[config.mk]
export PLATFORM = sky130hd
export DESIGN_NAME = display_scheduler_flat
export DESIGN_NICKNAME = d
export VERILOG_FILES = /design/src/rtl/disp_pkg.sv /design/src/rtl/display_scheduler_if.sv /design/src/rtl/rr_arbiter.sv /design/src/rtl/display_scheduler.sv /design/src/flat_wrapper.sv
export SDC_FILE = /design/constraint.sdc
export NUM_CORES = 1
export LEC_CHECK = 0
export BUFFER_PORTS_ARGS = -buffer_cell sky130_fd_sc_hd__buf_2
export CORE_ASPECT_RATIO = 1.1
export CORE_MARGIN = 2
export CORE_UTILIZATION = 56
export DETAILED_ROUTE_END_ITERATION = 7
export HOLD_SLACK_MARGIN = 0.03
export PLACE_DENSITY = 0.83
export SLEW_MARGIN = 20
export SYNTH_ARGS = -nofsm -noshare
export SYNTH_HDL_FRONTEND = slang
export SYNTH_SLANG_ARGS = --single-unit
[constraint.sdc]
create_clock -name clk -period 4.6 [get_ports clk]
set_input_delay 0.69 -clock clk [delete_from_list [all_inputs] [get_ports clk]]
set_output_delay 0.69 -clock clk [all_outputs]
set_load 0.01 [all_outputs]
[src/rtl/disp_pkg.sv]
// Shared types, constants and helpers for the display scheduler.
// Contents: scheduler state enum, display geometry constants, nibble select
// and top-non-zero-nibble helpers.
package disp_pkg;

   localparam int unsigned NDIGITS = 8;
   localparam int unsigned DIG_W   = 4;
   localparam int unsigned POS_W   = 3;
   localparam int unsigned WORD_W  = NDIGITS * DIG_W;

   typedef enum logic [1:0] {
      IDLE   = 2'd0,
      SHOW   = 2'd1,
      LINGER = 2'd2
   } disp_state_e;

   // Nibble of word at digit position pos.
   function automatic logic [DIG_W-1:0] nibble_sel(input logic [WORD_W-1:0] word,
                                                    input logic [POS_W-1:0]  pos);
      return word[DIG_W*pos +: DIG_W];
   endfunction

   // Index of the most significant non-zero nibble; 0 for an all-zero word.
   function automatic logic [POS_W-1:0] top_nibble(input logic [WORD_W-1:0] word);
      logic [POS_W-1:0] idx;
      idx = '0;
      for (int i = 0; i < NDIGITS; i++) begin
         if (word[DIG_W*i +: DIG_W] != '0) idx = POS_W'(i);
      end
      return idx;
   endfunction

endpackage

[src/rtl/display_scheduler_if.sv]
// Requester/display bundle of the display scheduler.
// master: requesters and display consumer (drive req/data_in, observe scan).
// slave : the scheduler (samples req/data_in, drives gnt and the digit scan).
interface display_scheduler_if
   import disp_pkg::*;
#(
   parameter int unsigned NREQ = 4
);
   logic [NREQ-1:0]        req;
   logic [WORD_W*NREQ-1:0] data_in;
   logic [NREQ-1:0]        gnt;
   logic [POS_W-1:0]       pos;
   logic [DIG_W-1:0]       dig;
   logic                   point;
   logic                   off;
   logic                   frame_tick;

   modport master (
      output req, data_in,
      input  gnt, pos, dig, point, off, frame_tick
   );

   modport slave (
      input  req, data_in,
      output gnt, pos, dig, point, off, frame_tick
   );
endinterface

[src/rtl/rr_arbiter.sv]
// Combinational round-robin arbiter: lowest index at or above ptr wins, wrapping.
// Ports: req (requests), ptr (highest-priority index),
//        win_c (one-hot winner), valid_c (any request present).
module rr_arbiter #(
   parameter int unsigned NREQ = 4
) (
   input  logic [NREQ-1:0]         req,
   input  logic [$clog2(NREQ)-1:0] ptr,
   output logic [NREQ-1:0]         win_c,
   output logic                    valid_c
);
   localparam int unsigned IDX_W = $clog2(NREQ);

   logic [IDX_W-1:0] idx;

   always_comb begin
      win_c   = '0;
      valid_c = 1'b0;
      idx     = '0;
      for (int unsigned k = 0; k < NREQ; k++) begin
         idx = IDX_W'((32'(ptr) + k) % NREQ);
         if (!valid_c && req[idx]) begin
            win_c[idx] = 1'b1;
            valid_c    = 1'b1;
         end
      end
   end
endmodule

[src/rtl/display_scheduler.sv]
// Shares the 8-digit seven-segment display among NREQ requesters with
// round-robin ownership, a minimum dwell in frames, and a controlled digit scan.
// Ports: clk, rst (sync, active-high), bus (slave modport: req/data_in in;
//        gnt/pos/dig/point/off/frame_tick out, all registered).
// Build option: DISP_LZB_EN enables leading-zero blanking.
module display_scheduler
   import disp_pkg::*;
#(
   parameter int unsigned NREQ     = 4,
   parameter int unsigned SCAN_DIV = 75000,
   parameter int unsigned DWELL    = 200
) (
   input logic                clk,
   input logic                rst,
   display_scheduler_if.slave bus
);
   localparam int unsigned IDX_W   = $clog2(NREQ);
   localparam int unsigned SCAN_W  = (SCAN_DIV > 1) ? $clog2(SCAN_DIV) : 1;
   localparam int unsigned DWELL_W = $clog2(DWELL + 1);

   disp_state_e         state_q, state_nxt;
   logic [SCAN_W-1:0]   scan_q, scan_nxt;
   logic [POS_W-1:0]    pos_q, pos_nxt;
   logic                tick_q, wrap, slot_tc;
   logic [DWELL_W-1:0]  dwell_q, dwell_nxt;
   logic [IDX_W-1:0]    ptr_q, ptr_nxt, owner_q, owner_nxt, win_idx;
   logic [NREQ-1:0]     gnt_q, gnt_nxt, arb_req, win_oh;
   logic                win_valid, grant, lzb_blank;
   logic [WORD_W-1:0]   shadow_q, shadow_nxt;
   logic [DIG_W-1:0]    dig_q;
   logic                point_q, off_q;
   logic [WORD_W-1:0]   words [NREQ];

   for (genvar g = 0; g < NREQ; g++) begin : g_unpack
      assign words[g] = bus.data_in[WORD_W*g +: WORD_W];
   end

   // The current owner is never a candidate, so LINGER hands off to someone else.
   assign arb_req = bus.req & ~gnt_q;

   rr_arbiter #(.NREQ(NREQ)) u_arb (
      .req     (arb_req),
      .ptr     (ptr_q),
      .win_c   (win_oh),
      .valid_c (win_valid)
   );

   always_comb begin
      win_idx = '0;
      for (int i = 0; i < NREQ; i++) begin
         if (win_oh[i]) win_idx = IDX_W'(i);
      end
   end

   // Digit-slot divider and position counter.
   always_comb begin
      slot_tc  = (scan_q == SCAN_W'(SCAN_DIV - 1));
      scan_nxt = slot_tc ? '0 : scan_q + SCAN_W'(1);
      pos_nxt  = slot_tc ? pos_q + POS_W'(1) : pos_q;
      wrap     = slot_tc && (pos_q == POS_W'(NDIGITS - 1));
   end

   // Ownership sequencer next-state.
   always_comb begin
      state_nxt  = state_q;
      owner_nxt  = owner_q;
      gnt_nxt    = gnt_q;
      shadow_nxt = shadow_q;
      dwell_nxt  = dwell_q;
      ptr_nxt    = ptr_q;
      grant      = 1'b0;
      unique case (state_q)
         IDLE: grant = win_valid;
         SHOW: begin
            if (bus.req[owner_q]) shadow_nxt = words[owner_q];
            if (wrap) begin
               if (dwell_q == DWELL_W'(DWELL - 1)) begin
                  dwell_nxt = DWELL_W'(DWELL);
                  state_nxt = LINGER;
               end else begin
                  dwell_nxt = dwell_q + DWELL_W'(1);
               end
            end
         end
         LINGER: begin
            grant = win_valid;
            if (!win_valid && bus.req[owner_q]) shadow_nxt = words[owner_q];
         end
         default: state_nxt = IDLE;
      endcase
      if (grant) begin
         state_nxt  = SHOW;
         owner_nxt  = win_idx;
         gnt_nxt    = win_oh;
         shadow_nxt = words[win_idx];
         dwell_nxt  = '0;
         ptr_nxt    = (win_idx == IDX_W'(NREQ - 1)) ? '0 : win_idx + IDX_W'(1);
      end
   end

`ifdef DISP_LZB_EN
   assign lzb_blank = pos_nxt > top_nibble(shadow_nxt);
`else
   assign lzb_blank = 1'b0;
`endif

   // Display outputs are built from next-state values so they line up with pos.
   always_ff @(posedge clk) begin
      if (rst) begin
         state_q  <= IDLE;
         scan_q   <= '0;
         pos_q    <= '0;
         tick_q   <= 1'b0;
         dwell_q  <= '0;
         ptr_q    <= '0;
         owner_q  <= '0;
         gnt_q    <= '0;
         shadow_q <= '0;
         dig_q    <= '0;
         point_q  <= 1'b0;
         off_q    <= 1'b1;
      end else begin
         state_q  <= state_nxt;
         scan_q   <= scan_nxt;
         pos_q    <= pos_nxt;
         tick_q   <= wrap;
         dwell_q  <= dwell_nxt;
         ptr_q    <= ptr_nxt;
         owner_q  <= owner_nxt;
         gnt_q    <= gnt_nxt;
         shadow_q <= shadow_nxt;
         dig_q    <= nibble_sel(shadow_nxt, pos_nxt);
         point_q  <= (state_nxt != IDLE) && (pos_nxt == POS_W'(owner_nxt));
         off_q    <= (state_nxt == IDLE) || lzb_blank;
      end
   end

   assign bus.gnt        = gnt_q;
   assign bus.pos        = pos_q;
   assign bus.dig        = dig_q;
   assign bus.point      = point_q;
   assign bus.off        = off_q;
   assign bus.frame_tick = tick_q;

endmodule

[src/flat_wrapper.sv]
// flat-port wrapper written by rule: the top's interface ports become plain ports
module display_scheduler_flat import disp_pkg::*;
#(
   parameter int unsigned NREQ     = 4,
   parameter int unsigned SCAN_DIV = 75000,
   parameter int unsigned DWELL    = 200
)
  (clk, rst, bus_req, bus_data_in, bus_gnt, bus_pos, bus_dig, bus_point, bus_off, bus_frame_tick);
  display_scheduler_if #(.NREQ(NREQ)) bus_i ();
  input logic clk;
  input logic rst;
  input wire logic [$bits(bus_i.req)-1:0] bus_req;
  input wire logic [$bits(bus_i.data_in)-1:0] bus_data_in;
  output wire logic [$bits(bus_i.gnt)-1:0] bus_gnt;
  output wire logic [$bits(bus_i.pos)-1:0] bus_pos;
  output wire logic [$bits(bus_i.dig)-1:0] bus_dig;
  output wire logic [$bits(bus_i.point)-1:0] bus_point;
  output wire logic [$bits(bus_i.off)-1:0] bus_off;
  output wire logic [$bits(bus_i.frame_tick)-1:0] bus_frame_tick;
  assign bus_i.req = bus_req;
  assign bus_i.data_in = bus_data_in;
  assign bus_gnt = bus_i.gnt;
  assign bus_pos = bus_i.pos;
  assign bus_dig = bus_i.dig;
  assign bus_point = bus_i.point;
  assign bus_off = bus_i.off;
  assign bus_frame_tick = bus_i.frame_tick;
  display_scheduler #(.NREQ(NREQ), .SCAN_DIV(SCAN_DIV), .DWELL(DWELL)) u_core (.clk(clk), .rst(rst), .bus(bus_i));
endmodule
==> key figures <==
Logic synthesis
  • Post-synth net total: about 950
  • Leading area contributor after synthesis: dfxtp_1
  • Post-synth EDFFs: 0
  • Sequential share of the synthesized area: 0.2367
  • #FFs+latches synth: 77
  • Cell count after synthesis: 800
  • Commonest cells post-synth: nor2_1, nand2_1, dfxtp_1, a21oi_1, clkbuf_1
  • Avg Synthesized Cell Area: between 8 and 9 um^2
  • Area contributors post-synth: dfxtp_1, mux4_2, mux2i_1, nor2_1, nand2_1
  • Ys flop type: dfxtp_1
  • Mapped cell area: roughly 0.0065 mm^2
  • Synth unique cells: slightly above 70
  • Most common cell in the netlist: nor2_1
  • Post-synth top area share: 0.2367
  • Fraction of registers with async set/reset: 0
  • Synthesis Warnings: 0

Floorplan
  • Die ar.: between 0.01 and 0.015 mm^2
  • Die width: about 110 um
  • CORE AREA: 0.01139 mm^2
  • Die Span Y: between 100 and 150 um
  • I/O pins: 148
  • FP Rows: 41
  • Initial Util: 0.5719

Power and ir drop
  • Logic gate share of total power: 0.639
  • Clock Power Share: 0.158
  • Net Sw Frac: 0.4619
  • Leakage power: around 3.2 nW
  • Sequential power share: 0.203
  • Int Power: between 0.002 and 0.003 W
  • Switch Pwr: 0.002292 W
  • Cell Pwr Density: about 640 mW/mm^2
  • Max rail drop VDD: roughly 0.00033 V

STA
  • RSZ-0062 raised after global routing: no
  • Worst Skew: 0.006686 ns
  • Tmin final: roughly 3.7 ns
  • Slew margin rel.: 0.3351
  • PnR worst setup slack: 0.8506 ns
  • Worst Max-Slew Pin Slew: 0.9974 ns
  • # setup viols final: 0
  • FMAX: roughly 0.27 GHz
  • WHS: roughly 0.45 ns
  • Slew Limit Fails: 0
  • Final Hold Violating Endpoints: 0
  • Final worst path period share: 0.8151
  • Setup TNS: 0 ns

Placed design
  • Placed Area: between 0.007 and 0.008 mm^2
  • Number of port buffers: approximately 150
  • Placer Congestion: slightly above 1
  • Final HPWL DP: about 17000 um
  • Dpl ws: about 0.61 ns
  • # placed instances: around 1.1k

CTS
  • Clock transition at the registers of the reported paths: 0.07 ns
  • Hold Buf Count CTS: 0
  • Num CTS Buffers: 9
  • CTS tree: yes
  • # Post-CTS Setup Buffers: 0
  • CTS sink count: 77
  • Htree depth: 3
  • Bufs on Longest Clock Path: 2
  • # resized after CTS: 0
  • Cell at the root of the clock tree: clkbuf_16
  • Worst-Skew Late Latency: around 0.34 ns

Cells and area
  • # nets final: around 1.1k
  • Final instance area: ~0.0077 mm^2
  • Area Overhead vs Synth: 18.96%
  • Fill cells: ~950
  • Share of layout cells above drive strength 1: 0.2741
  • Antenna fix cells: 0
  • Fin cells: between 1k and 1.5k

GRT
  • GRT Overall Usage: 0.3688
  • Vias in the first global route: 7007
  • Initial antenna violation count: 0
  • First-pass GRT wire length: 36010 um
  • Total gr overflow: 0
  • Largest net degree at the start of global routing: 50

Job
  • Max Cap Viol: 0

Critical path
  • Critical Path Sink Type: flip-flop
  • RR Startpoint: u_core.ptr_q[0]$_SDFFE_PP0P_
  • Data arrival, critical path: 3.99 ns
  • Worst R2R Setup Slack: ~0.85 ns
  • Startpoint types: flip-flop
  • Worst EP required: 4.84 ns
  • Worst r2r dst: u_core.bus.dig[0]$_SDFF_PP0_
  • FF-to-FF path depth: 11
  • Worst-path maximum fanout: 13
  • Setup Crit Path Kind: flip-flop to flip-flop

Min path
  • Hold depth: 1
  • Hold EP: u_core.scan_q[0]$_SDFF_PP0_
  • Worst Hold Launch: u_core.scan_q[0]$_SDFF_PP0_
  • Hold Crit Class: flip-flop to flip-flop

Routing
  • Post-Route WL: approximately 23000 um
  • Pre-Repair DR Iteration Count: 6
  • Initial DRC count: about 1.2k
  • Vias per inst: about 7
  • Drt wl/cell: around 22 um
  • Via count: around 7.5k
  • DRC errors left: 0
  • Routed Antenna Nets: 0

Outcome
  • Outcome: complete, no violations
## kinds of logic after synthesis
logic type / Yosys count / synth area share
mux: 82 / 0.1902
fa+ha+maj: 15 / 0.02882
flops: 77 / 0.2367
buf+inv: 74 / 0.04688
simple gates: 310 / 0.2248
compound gates: 218 / 0.2403
xor+xnor: 24 / 0.03228
## through the flow
stage	utilization	power, W
after CTS	0.6803	0.004852
final	0.6803	0.004961
after floorplan	-	0.003229
after global placement	0.6519	0.004039
after detailed placement	0.6519	0.004061
after global routing	0.6803	0.005213
## how the worst max path moves through the flow
stage / from / slack, ns / cells past startpoint / end
4_1_cts: u_core.ptr_q[0]$_SDFFE_PP0P_ / 0.91 / 11 / u_core.bus.dig[0]$_SDFF_PP0_
2_1_floorplan: u_core.ptr_q[0]$_SDFFE_PP0P_ / 1.05 / 13 / u_core.bus.dig[3]$_SDFF_PP0_
6_report: u_core.ptr_q[0]$_SDFFE_PP0P_ / 0.85 / 11 / u_core.bus.dig[0]$_SDFF_PP0_
5_1_grt: u_core.ptr_q[0]$_SDFFE_PP0P_ / 0.64 / 11 / u_core.bus.dig[0]$_SDFF_PP0_
3_5_place_dp: bus_req[3] / 0.61 / 11 / u_core.bus.dig[3]$_SDFF_PP0_
3_3_place_gp: bus_req[3] / 0.66 / 11 / u_core.bus.dig[3]$_SDFF_PP0_
## critical path: stages (launching register included)
cell	delay [ns]
dfxtp_1	0.33
inv_1	0.12
ha_1	0.39
or3_1	0.42
a2111oi_2	0.50
a2111o_1	0.29
or2_1	0.18
buf_4	0.25
nand2_2	0.18
o311ai_0	0.58
a22oi_1	0.13
a32o_1	0.28
## sequential cells by signal (all words and copies together), names as in the netlist
signal                 count
u_core.state_q             2
u_core.bus.off             1
u_core.bus.pos             3
u_core.bus.point           1
u_core.owner_q             2
u_core.ptr_q               2
u_core.scan_q             17
u_core.bus.frame_tick      1
u_core.bus.dig             4
u_core.bus.gnt             4
u_core.dwell_q             8
u_core.shadow_q           32
## metal layers
metal / up-vias / track usage / wire length (um)
li1: 3300 / - / -
met1: 3456 / 0.4754 / 8743
met2: 616 / 0.5898 / 10370
met3: 121 / 0.07697 / 3092
met4: 0 / 0.1887 / 1167
met5: - / 0 / 0
## cells in the final DEF (no fill, tap or decap), drive strengths merged, types with 5 or more instances in the layout
cell type,n
xor2,13
nor3,14
and3,11
clkbuf,10
a221o,9
nor2b,10
xnor2,11
nor2,95
a221oi,17
dfxtp,77
a22o,17
a21oi,42
mux2,14
nand3,32
or2,5
o21ai,36
a22oi,19
and2,10
buf,177
nand2b,11
inv,16
mux2i,36
a31oi,9
nand2,92
a222oi,7
nand4,7
or3,7
ha,15
mux4,32
o22ai,14
## layout make-up
| cell class | count | area (um^2) | share of cell area |
|---|---|---|---|
| Tap cell | 150 | 187.7 | 0.02422 |
| Clock buffer | 10 | 229.0 | 0.02955 |
| Inverter | 15 | 56.30 | 0.007267 |
| Clock inverter | 6 | 93.84 | 0.01211 |
| Timing Repair Buffer | 177 | 960.9 | 0.1240 |
| Sequential cell | 77 | 1543 | 0.1991 |
| Multi-Input combinational cell | 649 | 4677 | 0.6037 |
## power groups by stage
stage	Clock, W	Combinational, W	Sequential [W]
3_3_place_gp	0	0.00303	0.00101
2_1_floorplan	0	0.00225	0.000984
6_report	0.000785	0.00317	0.00101
5_1_grt	0.000814	0.00338	0.00102
4_1_cts	0.000784	0.00307	0.000998
3_5_place_dp	0	0.00305	0.00101
Note: power is estimated with default switching activity, not from simulation.
